## src/rtl/uart_tx_arbiter.sv

```systemverilog
// Round-robin arbiter that shares one UART transmitter between two word-wide requesters.
// Optional WAIT-state abort timer is built when UART_TX_ARB_TIMEOUT_EN is defined.

module uart_tx_arbiter #(
    parameter int WORD_BYTES     = 4,
    parameter int LEN_W          = 2,
    parameter int TIMEOUT_CYCLES = 1048576
) (
    input  logic                    clk,
    input  logic                    rst,

    input  logic                    req0_valid,
    input  logic [8*WORD_BYTES-1:0] req0_data,
    input  logic [LEN_W-1:0]        req0_len,
    output logic                    req0_ready,
    output logic                    req0_done,

    input  logic                    req1_valid,
    input  logic [8*WORD_BYTES-1:0] req1_data,
    input  logic [LEN_W-1:0]        req1_len,
    output logic                    req1_ready,
    output logic                    req1_done,

    output logic                    uart_send,
    output logic [7:0]              uart_data,
    input  logic                    uart_sent,

    output logic                    busy,
    output logic                    grant,
    output logic                    err_timeout
);

    localparam int                DATA_W  = 8 * WORD_BYTES;
    localparam logic [LEN_W-1:0]  LEN_MAX = LEN_W'(WORD_BYTES - 1);

    typedef enum logic [2:0] {
        IDLE,
        SEND,
        WAIT,
        NEXT,
        DONE
    } state_t;

    state_t              state, state_next;
    logic [DATA_W-1:0]   shift, shift_next;
    logic [LEN_W-1:0]    cnt, cnt_next;
    logic                grant_next;
    logic                winner;
    logic                accept;
    logic                abort;
    logic                timeout_hit;

    function automatic logic [LEN_W-1:0] clamp_len(input logic [LEN_W-1:0] len);
        return (len > LEN_MAX) ? LEN_MAX : len;
    endfunction

`ifdef UART_TX_ARB_TIMEOUT_EN
    localparam int TO_W = (TIMEOUT_CYCLES > 1) ? $clog2(TIMEOUT_CYCLES) : 1;

    logic [TO_W-1:0] to_cnt;

    // Held at zero outside WAIT, so every WAIT visit starts counting from 0.
    always_ff @(posedge clk) begin
        if (rst || state != WAIT) begin
            to_cnt <= '0;
        end else begin
            to_cnt <= to_cnt + TO_W'(1);
        end
    end

    assign timeout_hit = (state == WAIT) && (to_cnt == TO_W'(TIMEOUT_CYCLES - 1));
`else
    assign timeout_hit = 1'b0;
`endif

    always_comb begin
        // NOTE: every signal driven here gets a default first, so no latch can be inferred.
        state_next = state;
        shift_next = shift;
        cnt_next   = cnt;
        grant_next = grant;
        winner     = 1'b0;
        accept     = 1'b0;
        abort      = 1'b0;

        case (state)
            IDLE: begin
                if (req0_valid || req1_valid) begin
                    winner     = (req0_valid && req1_valid) ? ~grant : req1_valid;
                    accept     = 1'b1;
                    grant_next = winner;
                    shift_next = winner ? req1_data : req0_data;
                    cnt_next   = clamp_len(winner ? req1_len : req0_len);
                    state_next = SEND;
                end
            end
            SEND: begin
                state_next = WAIT;
            end
            WAIT: begin
                // A frame completing on the terminal count wins over the abort.
                if (uart_sent) begin
                    state_next = (cnt == '0) ? DONE : NEXT;
                end else if (timeout_hit) begin
                    abort      = 1'b1;
                    state_next = DONE;
                end
            end
            NEXT: begin
                shift_next = shift >> 8;
                cnt_next   = cnt - LEN_W'(1);
                state_next = SEND;
            end
            DONE: begin
                state_next = IDLE;
            end
            default: begin
                state_next = IDLE;
            end
        endcase
    end

    always_ff @(posedge clk) begin
        if (rst) begin
            // NOTE: the shift register is ordinary flops, not a memory, so it is reset with everything else.
            state       <= IDLE;
            shift       <= '0;
            cnt         <= '0;
            grant       <= 1'b1;
            req0_ready  <= 1'b0;
            req1_ready  <= 1'b0;
            req0_done   <= 1'b0;
            req1_done   <= 1'b0;
            uart_send   <= 1'b0;
            uart_data   <= 8'h00;
            busy        <= 1'b0;
            err_timeout <= 1'b0;
        end else begin
            // NOTE: non-blocking only; outputs are registered from next-state so they line up with it.
            state       <= state_next;
            shift       <= shift_next;
            cnt         <= cnt_next;
            grant       <= grant_next;
            req0_ready  <= accept && !winner;
            req1_ready  <= accept && winner;
            uart_send   <= (state_next == SEND);
            if (state_next == SEND) begin
                uart_data <= shift_next[7:0];
            end
            req0_done   <= (state_next == DONE) && !grant;
            req1_done   <= (state_next == DONE) && grant;
            busy        <= (state_next != IDLE);
            err_timeout <= abort;
        end
    end

endmodule
```

## config.mk

```make
export PLATFORM = sky130hd
export DESIGN_NAME = uart_tx_arbiter
export DESIGN_NICKNAME = d
export VERILOG_FILES = /design/src/rtl/uart_tx_arbiter.sv
export SDC_FILE = /design/constraint.sdc
export NUM_CORES = 1
export LEC_CHECK = 0
export CAP_MARGIN = 20
export CORE_MARGIN = 1.5
export CORE_UTILIZATION = 39
export CTS_CLUSTER_SIZE = 8
export DETAILED_ROUTE_END_ITERATION = 10
export PLACE_DENSITY_LB_ADDON = 0.25
export SLEW_MARGIN = 10
export SYNTH_ARGS = -nofsm -noshare
export SYNTH_HDL_FRONTEND = slang
export SYNTH_SLANG_ARGS = --single-unit
export TNS_END_PERCENT = 100
```

## constraint.sdc

```tcl
create_clock -name clk -period 1.6 [get_ports clk]
set_input_delay 0.32 -clock clk [delete_from_list [all_inputs] [get_ports clk]]
set_output_delay 0.32 -clock clk [all_outputs]
set_load 0.005 [all_outputs]
```

### After elaboration in Yosys (flattened, before gate mapping)

Cells that the tools add are included.

* output and inout bits: 16
* register bits: 52
* input port bits: 73

* bitwise operators: 1
* mux-type cells: 16
* $lt $le $gt $ge: 1
* add/subtract/negate cells: 1
* reductions and logical operators: 14
* eq/ne operators: 6

Operators by type and width (count)
* $mux 32: 2
* $pmux 32 s2: 1
* $pmux 3 s4: 1
* $mux 3: 3
* $eq 3x1->1 const B: 2
* $eq 3x2->1 const B: 2
* $mux 2: 3
* $logic_and 1x1->1: 5
* $mux 1: 5
* $pmux 2 s2: 1
* $reduce_and 2->1: 2
* $eq 3x3->1 const B: 1
* $logic_not 3->1: 1
* $reduce_bool 3->1: 1
* $gt 2x2->1 const B: 1
* $logic_not 1->1: 2
* $logic_not 2->1: 1
* $ne 2x2->1 const B: 1
* $reduce_bool 2->1: 1
* $sub 2x1->2 const B: 1
* $logic_or 1x1->1: 1
* $not 1->1: 1

### Depth between registers and ports, before layout

Gate-level depths: netlist of run 1.

* word-level depth: 7
* gate-level depth with buffers: 7

### Least setup slack after synthesis of run 1

OpenSTA, ideal clock, no wires.

* kind: register -> register
* start point: register state[1]
* end point: register shift[16]
* clock period less this slack: 1.725 ns
* data arrival time: 1.642 ns
* buffers on the path: 4
* setup time: 0.083 ns
* data required time: 1.517 ns
* path slack: -0.125 ns
* stages on the path, launching flop included: 8
* cell sequence: dfxtp_1 > buf_6 > or3_1 > clkbuf_1 > or3_1 > buf_2 > buf_6 > o221ai_1

* longest elaborated chain between the ends: 3

Ends and longest elaborated chain
* start: declaration: line 44 `state_t state, state_next;`
* start signal: assignment: line 140 `state <= state_next;`
* $eq 3x2->1 / $logic_not 3->1 (equally long branches): line 86 `case (state)`
* $reduce_bool 2->1 (no source line) / $ne 2x2->1 (equally long branches)
* $reduce_and 2->1 (no source line)
* end signal: assignment: line 141 `shift <= shift_next;`
* end: declaration: line 45 `logic [DATA_W-1:0] shift, shift_next;`

Several ways; a longest one is shown, not always the timed one.
A chain may end at the register's enable or synchronous reset.

### Final worst setup path of run 1

* start point: register state[2]
* end point: register uart_data[0]

* longest elaborated chain between the ends: 3

Ends and longest elaborated chain
* $eq 3x2->1 (tied with other cells): line 86
* $pmux 3 s4: line 86
* $eq 3x1->1: line 147 `if (state_next == SEND) begin`
* end signal: assignment: line 148 `uart_data <= shift_next[7:0];`
* end: declaration: line 25 `output logic [7:0] uart_data,`

Several ways; a longest one is shown, not always the timed one.

==> impl_metrics.toml, run 1 <==
[outcome]
status = "complete, no violations"

[cts]
clkSlewWorstSetupHoldPaths_ns = 0.08
cts-buffers-inserted = 5
cts_sinks = 44
clkLatencyLatePin_ns = 0.29
clock-root-buffer = "clkbuf_8"
cts_tree = "yes"
hold_buffers = 0
cts-htree-levels = 2
cts_max_path_buffers = 2
cts_setup_buffers = 0

[final_layout]
syn_to_final_growth_pct = 55.6
drive_gt1_share_pct = 17.3
fin_util_pct = 63.3
final_cell_count_no_fill = 413
final_area_um2 = 3530
n_antenna_cell = 0
nets = 415

[drt]
routed_wl_mm = 6.14
dr.pass1.iters = 5
drc = 0
vias = 2245
drt_iter0_markers = 131
via_per_inst = 5.44
wl_per_cell_um = 14.9
drtAntennaViolNets = 0

[grt]
grt_max_degree = 36
grt_use_met3_pct = 3.79
grtUsageMet1_pct = 26.2
grt_pass1_wl_mm = 10.0
grt_pass1_vias = 2191
grt-ovfl-total = 0
gr-max-usage-layer = "met2"
track_usage_pct = 19.7
antenna_found_initial = 0
met2_usage_pct = 32.0

[floorplan]
fp-row-count = 27
initial_utilization_pct = 40.7
die-area_um2 = 6280
die_x_um = 79.2
io_pins = 89
die_h_um = 79.2
core_area_um2 = 5570

[synthesis]
synth_commonest_cells = "dfxtp_1 (44), nand2_1 (34), nand3_1 (27)"
synth_top_cell_by_area = "dfxtp_1"
synth_most_common_cell = "dfxtp_1"
syn_avg_cell_area_um2 = 8.82
ys_seq_area_share_pct = 38.9
synth_top_area_share_pct = 38.9
synth_edf_count = 0
synthesis.area_um2 = 2270
ys_ff_latch = 44
syn_inst = 257
synth_cell_types = 35
synthFlopType = "dfxtp_1"
synth_nets = 331
ys_top_cells_by_area = "dfxtp_1 (39%), mux2i_1 (11%), o221ai_1 (8.9%)"
yosysWarningCount = 0
synth-async-reset-ratio_pct = 0

[placed_design]
place.port_buffers = 87
pre_cts_slack_ns = -0.254
gp_congestion = 0.777
dp_cells = 406
dp_hpwl_mm = 4.57
dpl-instance-area_um2 = 3390

[worst_setup_path]
worstSetupStartpointType = "flip-flop"
crit_path_max_fanout = 26
crit_slowest_cell = "or3_4"
path_class = "reg -> reg"
cpMostUsedCell = "or3_4"
max_stage_delay_ns = 0.39
crit_buf_inv = 1
cp.required_ns = 1.81
crit_family = "simple AND/OR/NAND/NOR gates"
worstPathArrival_ns = 1.77
worstPathCellList = "or3_4 > or3_4 > buf_12 > o221ai_1"
end_kind = "flip-flop"

[sta]
fmax_mhz = 642
finalHoldViolCount = 0
fin_crit_ns = 1.56
slew_viol_final = 0
finalSetupViolCount = 0
grt_setup_unrepaired = "true"
tightest_slew_ns = 0.658
max_slew_margin_pct = 56.1
skew_ns = 0.00558
setup_slack_ns = 0.0415
fin_crit_sh_pct = 97.4

[pwr]
power_density_nw_per_um2 = 846
leakage_nw = 1.35
max-vdd-ir-drop_mv = 0.461

[job]
cap_violations = 0

[worst_hold_path]
hold_class = "reg -> reg"
-- per-layer routing --
layer / part of all wire [%] / vias up
met3: 6.0 / 4
li1: - / 1118
met4: 0.98 / 0
met5: 0 / -
met2: 46 / 72
met1: 47 / 1051
-- cells in the final DEF, fill, tap and decap left out, types with 2 or more instances in the layout --
master	n
nand3b_1	2
o221ai_1	12
o21ai_0	4
inv_1	4
nor2_1	2
nor3_1	2
nand2_1	34
buf_12	6
a21oi_1	3
clkbuf_8	5
or3_4	2
dfxtp_1	43
o211ai_1	8
nand3_1	27
a221oi_2	7
o221ai_2	14
clkdlybuf4s50_1	87
a211oi_1	7
mux2i_1	25
buf_4	16
nor2b_1	10
-- power breakdown --
group	switching, mW	internal (mW)	total, mW
clock network	0.365	0.297	0.662
logic	0.450	0.567	1.02
registers	0.0651	1.24	1.31
total	0.880	2.11	2.99
-- cell type report --
type / count / area, um^2
timing repair buffer: 109 / 1110
clock buffer: 6 / 72.6
fill: 489 / 2050
inverter: 5 / 18.8
multi-input combinational: 176 / 1350
tap: 72 / 90.1
clock inverter: 1 / 5.00
sequential: 44 / 882
-- path summary, 6_finish.rpt --
path	startpoint	endpoint	slack [ns]	depth (start not counted)
max	state[2]	uart_data[0]	0.04	4
min	shift[31]	shift[31]	0.48	2
max reg2reg	state[2]	uart_data[0]	0.04	4
min reg2reg	shift[31]	shift[31]	0.48	2
-- logic make-up (layout without fill, tap and decap cells) --
group,after synthesis,after routing,share of synthesized area [%]
compound gates,61,61,22.4
fa+ha+maj,1,1,0.552
buf+inv,37,121,7.95
flops,44,44,38.9
mux,26,26,11.5
other cells,1,1,0.165
simple gates,87,87,18.7
-- through the flow --
step / hold slack (ns) / total power, mW / TNS (ns)
2_1_floorplan: 0.437 / 1.88 / -2.04
3_3_place_gp: 0.467 / 2.29 / -6.55
3_5_place_dp: 0.471 / 2.32 / -7.81
4_1_cts: 0.483 / 2.97 / 0
5_1_grt: 0.507 / 3.14 / -0.00613
6_report: 0.481 / 2.99 / 0
-- what timing repair did --
action | in CTS | in global routing
pin swaps | 0 | 1
endpoints found under the setup margin | 14 | 24
gates resized for setup | 2 | 10
-- worst reg2reg max path, cell delays in order, from the launching register on --
cell and delay, ns:
dfxtp_1 0.32, or3_4 0.39, or3_4 0.39, buf_12 0.18
o221ai_1 0.20
-- sequential cells by signal (all words and copies together), names as in the netlist --
signal      flops
busy            1
req0_ready      1
uart_data       8
req1_done       1
cnt             2
state           3
uart_send       1
req0_done       1
req1_ready      1
grant           1
shift          24
(Power assumes the default switching activity.)
==> run 2: changes to the inputs <==
CORE_UTILIZATION = 47   (was 39)
clock period = 1.93 ns   (was 1.6 ns; I/O delays follow)
==> run 2 against run 1 <==
- non-clock buffer count fell by 2
- global-route usage rose by 4.7 points
- utilization rose by 7.8 points
- critical path type unchanged
==> impl_metrics.toml, run 2 (synthesis results as in run 1) <==
[floorplan]
die_h_um = 72.5
die_x_um = 72.5
initial_utilization_pct = 48.3
die-area_um2 = 5250
core_area_um2 = 4690
fp-row-count = 25
io_pins = 89

[sta]
holdWs_ns = 0.480
slew_viol_final = 0
tns_ns = 0
fin_crit_sh_pct = 91.3
finalSetupViolCount = 0
tightest_slew_ns = 0.637
skew_ns = 0.00919
fmax_mhz = 568
grt_setup_unrepaired = "false"
fin_crit_ns = 1.76
finalHoldViolCount = 0
max_slew_margin_pct = 57.5

[cts]
cts-htree-levels = 2
cts_max_path_buffers = 2
ctsResizeCount = 0
cts_setup_buffers = 0
clkLatencyLatePin_ns = 0.30
clkSlewWorstSetupHoldPaths_ns = 0.08
hold_buffers = 0
cts_sinks = 44
cts_tree = "yes"
cts-buffers-inserted = 5
clock-root-buffer = "clkbuf_8"

[outcome]
status = "complete, no violations"

[worst_setup_path]
crit_path_max_fanout = 14
end_kind = "flip-flop"
reg2reg_slack_ns = 0.17
worstPathArrival_ns = 1.98
cpMostUsedCell = "or3_1"
max_stage_delay_ns = 0.51
cp.required_ns = 2.15
worstSetupStartpointType = "flip-flop"
path_class = "reg -> reg"
worstPathCellList = "or3_1 > or3_1 > buf_4 > o221ai_1"
crit_slowest_cell = "or3_1"

[pwr]
pwr-share-seq_pct = 44.6
power_density_nw_per_um2 = 731
clock_power_share_pct = 24.6
p_sw_share_pct = 28.6
internal_power_mw = 1.74
leakage_nw = 1.32
power.switching_mw = 0.697
max-vdd-ir-drop_mv = 0.415
p_comb_share_pct = 30.8

[drt]
drtAntennaViolNets = 0
drt_iter0_markers = 120
via_per_inst = 5.85
routed_wl_mm = 6.15
vias = 2303
dr.pass1.iters = 4
wl_per_cell_um = 15.6
drc = 0

[placed_design]
place.port_buffers = 87
dp_cells = 386
gp_congestion = 0.782
dp_hpwl_mm = 4.44

[grt]
grt_pass1_wl_mm = 10.1
grt_max_degree = 30
grt-ovfl-total = 0
track_usage_pct = 24.4
grt_pass1_vias = 2239
grtUsageMet1_pct = 32.2
grt_use_met3_pct = 4.86
gr-max-usage-layer = "met2"
antenna_found_initial = 0
met2_usage_pct = 39.7

[final_layout]
n_antenna_cell = 0
multi_input_area_um2 = 1210
largest_register = "shift"
regArea_um2 = 881
final_cell_mix = "clkdlybuf4s50_1 (87), dfxtp_1 (44), nand2_1 (34), nand3_1 (27), mux2i_1 (26)"
syn_to_final_growth_pct = 47.1
largest_reg_flops = 24
final_cell_count_no_fill = 394
layout_commonest_cell = "clkdlybuf4s50_1"
nets = 413
n_fill_cell = 378
drive_gt1_share_pct = 9.41
largest_registers = "shift (24), uart_data (8), state (3)"

[job]
cap_violations = 0

[worst_hold_path]
hold_class = "reg -> reg"
-- run 2: cell count changes in the layout (fill, tap and decap cells not counted), moves of 2 or more --
cell / delta
a221oi_1: +7
o221ai_2: -11
buf_12: -2
o221ai_1: +11
or3_4: -2
a221oi_2: -7
or3_1: +2
-- run 2: final cells by class --
class / count / share of cell area (%)
Clock buffer: 8 / 2.70
Inverter: 5 / 0.563
Multi-Input combinational cell: 176 / 36.2
Sequential cell: 44 / 26.4
Tap cell: 54 / 2.03
Timing Repair Buffer: 107 / 32.1
-- run 2: worst paths after layout --
kind               end  cells after the start  startpoint
max             cnt[1]                      4    state[2]
min          shift[31]                      2   shift[31]
max reg2reg     cnt[1]                      4    state[2]
min reg2reg  shift[31]                      2   shift[31]
-- run 2: metrics by stage --
| step | setup WS (ns) | util (%) | cell area, um^2 | total power [mW] |
|---|---|---|---|---|
| final | 0.168 | 71.1 | 3330 | 2.44 |
| after global routing | 0.0745 | 71.1 | 3330 | 2.56 |
| after CTS | 0.168 | 71.1 | 3330 | 2.44 |
| after detailed placement | 0.0291 | 69.1 | 3240 | 1.85 |
| after global placement | 0.0838 | 69.1 | 3240 | 1.83 |
| after floorplan | 0.205 | - | 2270 | 1.50 |
-- run 2: critical path, delay by kind of cell, from the launching register on --
family,cells,cell delay (ns)
flip-flops,1,0.34
buffers and inverters,1,0.21
AO/OA/AOI/OAI,1,0.20
AND/OR/NAND/NOR,2,0.94
-- run 2: power groups by stage --
| stage | Clock [mW] | Combinational [mW] | Sequential, mW |
|---|---|---|---|
| global route | 0.645 | 0.816 | 1.10 |
| finish | 0.600 | 0.751 | 1.09 |
| CTS | 0.605 | 0.750 | 1.09 |
| detailed placement | 0 | 0.747 | 1.11 |
| floorplan | 0 | 0.405 | 1.09 |
| global placement | 0 | 0.731 | 1.10 |
-- run 2: metal layers --
layer	wire length, um	vias up
met5	0	-
met1	2790	1085
li1	-	1116
met2	2820	91
met4	102	0
met3	428	11
==> run 3: changes to the inputs <==
CELL_PAD_IN_SITES_DETAIL_PLACEMENT = 0   (was unset)
CELL_PAD_IN_SITES_GLOBAL_PLACEMENT = 1   (was unset)
CORE_MARGIN = unset   (was 1.5)
CORE_UTILIZATION = 34   (was 47)
CTS_BUF_LIST = sky130_fd_sc_hd__clkbuf_8 sky130_fd_sc_hd__clkbuf_16   (was unset)
==> run 3 against run 2 <==
- register-to-register slack improved by 0.08 ns
- highest routed layer unchanged
- largest power group unchanged
- combinational power about the same
- setup slack better by 0.076 ns
- sequential cell count stayed put
- non-clock buffer count increased by 1
- die area increased by 33%
- final area increased by 1.1%
- count of clock-buffer cells in the layout decreased by 2
==> impl_metrics.toml, run 3 (synthesis results as in run 1) <==
[outcome]
status = "complete, no violations"

[worst_setup_path]
cp.required_ns = 2.14
crit_path_max_fanout = 26
r2r_end = "shift[18]"
worstSetupStartpointType = "flip-flop"
r2r_cells = 4
crit_slowest_cell = "or3_1"
reg2reg_from = "state[2]"
path_class = "reg -> reg"
crit_buf_inv = 1
cpMostUsedCell = "or3_1"
crit_family = "simple AND/OR/NAND/NOR gates"
worstPathArrival_ns = 1.90
reg2reg_slack_ns = 0.24
crit_start = "state[2]"
max_stage_delay_ns = 0.46
end_kind = "flip-flop"
worstPathCellList = "or3_1 > or3_1 > buf_12 > o221ai_1"

[cts]
ctsResizeCount = 0
cts_tree = "yes"
cts_setup_buffers = 0
clkSlewWorstSetupHoldPaths_ns = 0.08
clock-root-buffer = "clkbuf_8"
cts_sinks = 44
cts-buffers-inserted = 5
hold_buffers = 0
cts_max_path_buffers = 2
cts-htree-levels = 2
clkLatencyLatePin_ns = 0.29

[sta]
tightest_slew_ns = 0.620
fin_crit_sh_pct = 87.3
slew_viol_final = 0
skew_ns = 0.00365
setup_slack_ns = 0.244
holdWs_ns = 0.482
fmax_mhz = 593
max_slew_margin_pct = 58.7
finalSetupViolCount = 0
tns_ns = 0
grt_setup_unrepaired = "false"
fin_crit_ns = 1.69
finalHoldViolCount = 0

[grt]
grt_pass1_vias = 2111
grt_pass1_wl_mm = 10.4
grt-ovfl-total = 0
grt_max_degree = 27
antenna_found_initial = 0
track_usage_pct = 18.5

[placed_design]
dp_hpwl_mm = 4.50
gp_congestion = 0.770
dpl-instance-area_um2 = 3280
place.port_buffers = 87
dp_cells = 410
pre_cts_slack_ns = -0.0307

[final_layout]
fin_util_pct = 52.8
n_antenna_cell = 0
nets = 414
largest_register = "shift"
largest_reg_flops = 24
final_area_um2 = 3370
n_fill_cell = 617
largest_registers = "shift (24), uart_data (8), state (3)"
final_cell_mix = "clkdlybuf4s50_1 (87), dfxtp_1 (44), nand2_1 (34), nand3_1 (27), mux2i_1 (26)"
drive_gt1_share_pct = 9.68
final_cell_count_no_fill = 418
syn_to_final_growth_pct = 48.7
layout_commonest_cell = "clkdlybuf4s50_1"

[floorplan]
initial_utilization_pct = 35.5
core_area_um2 = 6390
die_x_um = 83.7
io_pins = 89
die_h_um = 83.7
die-area_um2 = 7000
fp-row-count = 29

[pwr]
finalPower_mw = 2.42
p_comb_share_pct = 31.1
internal_power_mw = 1.73
leakage_nw = 1.33
power.switching_mw = 0.686
clock_power_share_pct = 24.1
power_density_nw_per_um2 = 717
max-vdd-ir-drop_mv = 0.378
p_sw_share_pct = 28.4
pwr-share-seq_pct = 44.8

[drt]
dr.pass1.iters = 4
vias = 2195
drt_iter0_markers = 113
wl_per_cell_um = 14.9
via_per_inst = 5.25
routed_wl_mm = 6.23
drc = 0
drtAntennaViolNets = 0

[job]
cap_violations = 0

[worst_hold_path]
min_from = "shift[29]"
hold_path_end = "shift[29]"
hold_class = "reg -> reg"
min_path_cells = 2
run 3: layer usage:
layer | vias up | global-route usage (%) | routed length [um] | part of all wire, %
met3 | 6 | 4.35 | 403 | 6.5
li1 | 1116 | - | - | -
met4 | 0 | 5.08 | 75 | 1.2
met1 | 1006 | 26.9 | 3110 | 50
met2 | 67 | 27.2 | 2640 | 42
met5 | - | 0 | 0 | 0
run 3: how the worst max path moves through the flow:
stage                     cells after the start        end
after global routing                          4  shift[18]
after detailed placement                      5  shift[20]
after global placement                        5  shift[20]
final                                         4  shift[18]
after CTS                                     1      grant
after floorplan                               7  shift[16]
run 3: final cells by class:
cell class | count | area [um^2] | area share, %
Sequential cell | 44 | 881 | 26.1
Multi-Input combinational cell | 176 | 1210 | 35.8
Clock buffer | 6 | 82.6 | 2.45
Inverter | 5 | 18.8 | 0.557
Clock inverter | 2 | 7.51 | 0.223
Tap cell | 77 | 96.3 | 2.86
Timing Repair Buffer | 108 | 1080 | 32.0
run 3: worst min-delay path, stage by stage, from the launching register on:
cell and delay, ns:
dfxtp_1 0.32, nand2_1 0.05, a221oi_1 0.07
run 3: power groups by stage:
| stage | clock network [mW] | logic [mW] | registers (mW) |
|---|---|---|---|
| global placement | 0 | 0.749 | 1.10 |
| global route | 0.641 | 0.833 | 1.10 |
| floorplan | 0 | 0.405 | 1.09 |
| finish | 0.582 | 0.752 | 1.08 |
| CTS | 0.601 | 0.759 | 1.08 |
| detailed placement | 0 | 0.758 | 1.10 |
